`src/rtl/reg_file.sv`:
```
// Register file with two combinational read ports and one synchronous write port; x0 is hardwired to zero.
// Optional same-cycle write-to-read forwarding is enabled by defining REG_FILE_WRITE_BYPASS_EN.
module reg_file #(
  parameter int XLEN  = 32,
  parameter int NREGS = 32
) (
  input  logic            clk,
  input  logic            reset,
  input  logic            RegWrite,
  input  logic [4:0]      Rs1,
  input  logic [4:0]      Rs2,
  input  logic [4:0]      Rd,
  input  logic [XLEN-1:0] Write_data,
  output logic [XLEN-1:0] read_data1,
  output logic [XLEN-1:0] read_data2
);

  logic [XLEN-1:0] regs [NREGS];
  logic            wr_en;

  // Reset dominates; x0 and indices beyond NREGS are never written.
  assign wr_en = RegWrite && !reset && (Rd != 5'd0) && (32'(Rd) < NREGS);

  always_ff @(posedge clk) begin
    if (reset) begin
      for (int i = 0; i < NREGS; i++) begin
        regs[i] <= '0;
      end
    end else if (wr_en) begin
      regs[Rd] <= Write_data;
    end
  end

  always_comb begin
    read_data1 = '0;
    if ((Rs1 != 5'd0) && (32'(Rs1) < NREGS)) begin
      read_data1 = regs[Rs1];
    end
`ifdef REG_FILE_WRITE_BYPASS_EN
    if (wr_en && (Rs1 == Rd)) begin
      read_data1 = Write_data;
    end
`endif
  end

  always_comb begin
    read_data2 = '0;
    if ((Rs2 != 5'd0) && (32'(Rs2) < NREGS)) begin
      read_data2 = regs[Rs2];
    end
`ifdef REG_FILE_WRITE_BYPASS_EN
    if (wr_en && (Rs2 == Rd)) begin
      read_data2 = Write_data;
    end
`endif
  end

endmodule

```
`config.mk`:
```
export PLATFORM = sky130hd
export DESIGN_NAME = reg_file
export DESIGN_NICKNAME = d
export VERILOG_FILES = /design/src/rtl/reg_file.sv
export SDC_FILE = /design/constraint.sdc
export NUM_CORES = 2
export LEC_CHECK = 0
export BUFFER_PORTS_ARGS = -buffer_cell sky130_fd_sc_hd__buf_2
export CORE_ASPECT_RATIO = 1.2
export CORE_MARGIN = 3
export CORE_UTILIZATION = 63
export DETAILED_ROUTE_END_ITERATION = 6
export PLACE_DENSITY = 0.89
export REMOVE_ABC_BUFFERS = 1
export SYNTH_ARGS = -nofsm -noshare
export SYNTH_HDL_FRONTEND = slang
export SYNTH_SLANG_ARGS = --single-unit
```
`constraint.sdc`:
```
create_clock -name clk -period 2.75 [get_ports clk]
set_clock_uncertainty 0.1 [all_clocks]
set_input_delay 0 -clock clk [delete_from_list [all_inputs] [get_ports clk]]
set_output_delay 0 -clock clk [all_outputs]
set_load 0.01 [all_outputs]
```
==> summary.txt <==
Setup path
  – CP arrival: just under 3000 ps
  – Type of origin of the critical path: flop
  – Critical path endpoint category: output port
  – Critical path fanouts, max: 2
  – Crit path kind: reg -> out
  – Critical path data required time: 2650 ps

Timing
  – Slew of the pin with the lowest slew margin: approximately 1100 ps
  – Max-slew violation count: 0
  – TNS Setup: -727 ps
  – Endpoints failing setup: 18
  – Hold violation count in the final report: 0
  – Minimum clock period: around 3000 ps
  – Worst slew margin: 0.285
  – RSZ-0062 raised after global routing: true
  – Worst setup margin: -246 ps
  – Fin crit share: 1.09
  – Maximum clock rate: between 300 and 400 MHz

Clocking
  – H-tree lvl count: 3
  – CTS Root Cell: clkbuf_16
  – Num CTS Buffers: 94
  – Clock transition at path regs: 60 ps
  – Clock sinks: 1024
  – Max clock buf depth: 3
  – CTS tree: built

Routing
  – Antenna-violating nets left: 0
  – Via density: 7.84
  – Detailed Route WL: about 180 mm
  – DR vias: about 38k
  – Number of remaining DRC errors: 2
  – WL/cell: between 30 and 40 um
  – First DRT Iteration DRCs: 7009
  – First-pass DRT Iterations: 7

Power
  – Clock share of power: 0.368
  – P_leak: around 21 nW
  – Peak VDD IR: about 550 uV
  – Net Sw Frac: 0.252
  – Pwr dens: 608 mW/mm^2
  – P_int: about 0.028 W
  – Flop pwr share: 0.498
  – Logic pwr share: 0.134
  – Sw Pwr: about 0.0094 W
  – Power Total: roughly 0.037 W

GRT
  – Antenna violations before repair: 10
  – Met1 Usage GRT: 0.473
  – Layer with the highest usage: met2
  – Met2 GRT Util: 0.613
  – GRT Total Usage: 0.403
  – Largest net degree at the start of global routing: between 60 and 70
  – GR Overflow Total: 0
  – Met3 Usage GRT: 0.144
  – First-pass GRT wire length: roughly 260 mm
  – Vias in the first global route: a little under 40k

Finish
  – Final core occ: 0.721
  – Share of layout cells above drive strength 1: 0.305
  – Max reg flops: just over 1k
  – Most flop-heavy register: regs
  – Area Overhead vs Synth: 13.1%
  – Final nets: roughly 3.7k
  – Biggest regs: regs (1024)

Die
  – Die X-Extent: approximately 270 um
  – Io pins: between 100 and 150
  – Rows: around 120
  – CORE AREA: about 0.085 sq mm
  – Die height: ~330 um
  – Die ar.: 0.0897 sq mm
  – Starting density of the core: 0.638

Run status
  – Failing checks: DRC, setup timing
  – Status: finished with violations

Synth
  – Seq cells post-synth: about 1.0k
  – Area contributors post-synth: edfxtp_1 57%, mux4_2 20%, and2_1 11%, mux2i_1 2.8%, clkbuf_1 1.9%
  – EDFF count, synth: approximately 1.0k
  – Ys async rst share: 0
  – Post-synthesis sequential area ratio: 0.567
  – Most used DFF post-synth: edfxtp_1
  – Post-synth top area share: 0.567
  – Post-Syn Instances: 3502
  – Warnings from Yosys: 0
  – Largest area contributor in the netlist: edfxtp_1
  – Library cells used by synthesis: 42
  – Mapped cell area: around 0.054 sq mm
  – Avg Inst Size Synth: around 15 sq um

Place
  – GP Congestion: 0.934
  – I/O Buffers: ~110
  – DPL Wire Length: between 100 and 150 mm

Job
  – Max Cap Viol: 0

Min path
  – Worst Hold Class: in -> reg
-- timing repair --
action | CTS | global route
endpoints found under the setup margin | 38 | 42
pin swaps | 5 | 14
resized for setup | 64 | 56
hold buffers | 32 | 0
setup buffers | 3 | 5
hold endpoints to repair | 992 | 0
-- worst max-delay path, cell delays in order (launching register included) --
cell and delay (ps):
edfxtp_1 410, mux4_2 490, mux4_2 570, o22ai_1 480
nor3_1 90, buf_2 170
-- cell usage in the layout (no fill, tap or decap), types with 9 or more instances in the layout --
cell type and instances:
a2111oi_1 13, a2111oi_2 20, a2111oi_4 21, a21oi_1 11, a22o_1 46, a22oi_1 16
and2_1 994, buf_12 58, buf_2 107, buf_4 166, bufinv_16 15, clkbuf_1 10
clkbuf_16 95, clkinv_1 24, clkinv_2 17, conb_1 32, dlygate4sd3_1 32, edfxtp_1 1024
mux2_2 30, mux2i_1 149, mux4_2 472, nor2_2 23, nor2_4 9, nor2b_1 12
nor3_1 46, o22ai_1 93, or2_2 33
-- synth_stat cells (all sizes together) (2+ instances only) --
master	count
edfxtp	1024
and2	995
mux4	472
clkbuf	270
mux2i	150
buf	117
o22ai	103
a2111oi	55
nor3	54
a22o	51
nor2	36
or2	33
mux2	30
a22oi	16
nor2b	14
a21oi	12
a211oi	7
nand2	7
nor4	6
nand2b	5
nand3	5
nand3b	5
a221oi	4
a32o	4
o21ai	4
or3b	4
and3	3
nor4b	3
a221o	2
inv	2
nand4bb	2
or3	2
-- layout make-up --
class / instances / area [sq um]
tap: 1130 / 1410
multi-input combinational: 2120 / 22700
antenna: 7 / 17.5
inverter: 2 / 7.51
clock inverter: 66 / 722
fill: 4498 / 23700
sequential: 1024 / 30700
clock buffer: 105 / 2410
timing repair buffer: 368 / 3330
-- power by group through the flow --
stage	sequential [W]	combinational [W]	clock, W
after floorplan	0.0186	0.00228	0
after global placement	0.0187	0.00436	0
after detailed placement	0.0188	0.00446	0
after CTS	0.0185	0.00467	0.0136
after global routing	0.0186	0.00508	0.0142
final	0.0186	0.00500	0.0137
-- path summary, 6_finish.rpt --
check | slack [ps] | start | depth (start not counted) | end
worst max-delay path | -250 | regs[31][16] | 5 | read_data2[16]
worst min-delay path | 40 | Rd[2] | 4 | regs[4][6]
-- metal layers --
metal	vias up	wire length (um)
met5	-	97
met4	8	15900
met3	1306	29700
met2	4534	83200
met1	18180	51200
li1	13791	-
-- logic make-up (layout without fill, tap and decap cells) --
| group | Yosys count | count (layout) | synth area share |
|---|---|---|---|
| muxes | 652 | 652 | 0.230 |
| other | 1 | 39 | 0.0000691 |
| buffers and inverters | 389 | 541 | 0.0332 |
| and+or+nand+nor | 1177 | 1177 | 0.133 |
| DFF | 1024 | 1024 | 0.567 |
| AOI/OAI and AO/OA | 259 | 259 | 0.0365 |
-- stage by stage --
step / cells / area, sq um / setup slack (ps) / hold slack (ps)
finish: 4822 / 61400 / -246 / 40.5
global route: 4816 / 61300 / -243 / 74.2
CTS: 4812 / 60900 / 2.92 / 4.22
detailed placement: 4606 / 57100 / 7.49 / 529
global placement: 4606 / 57100 / 123 / 517
floorplan: 3146 / 52600 / -572 / 12.5
No activity file was read; power rests on OpenSTA's default activity.
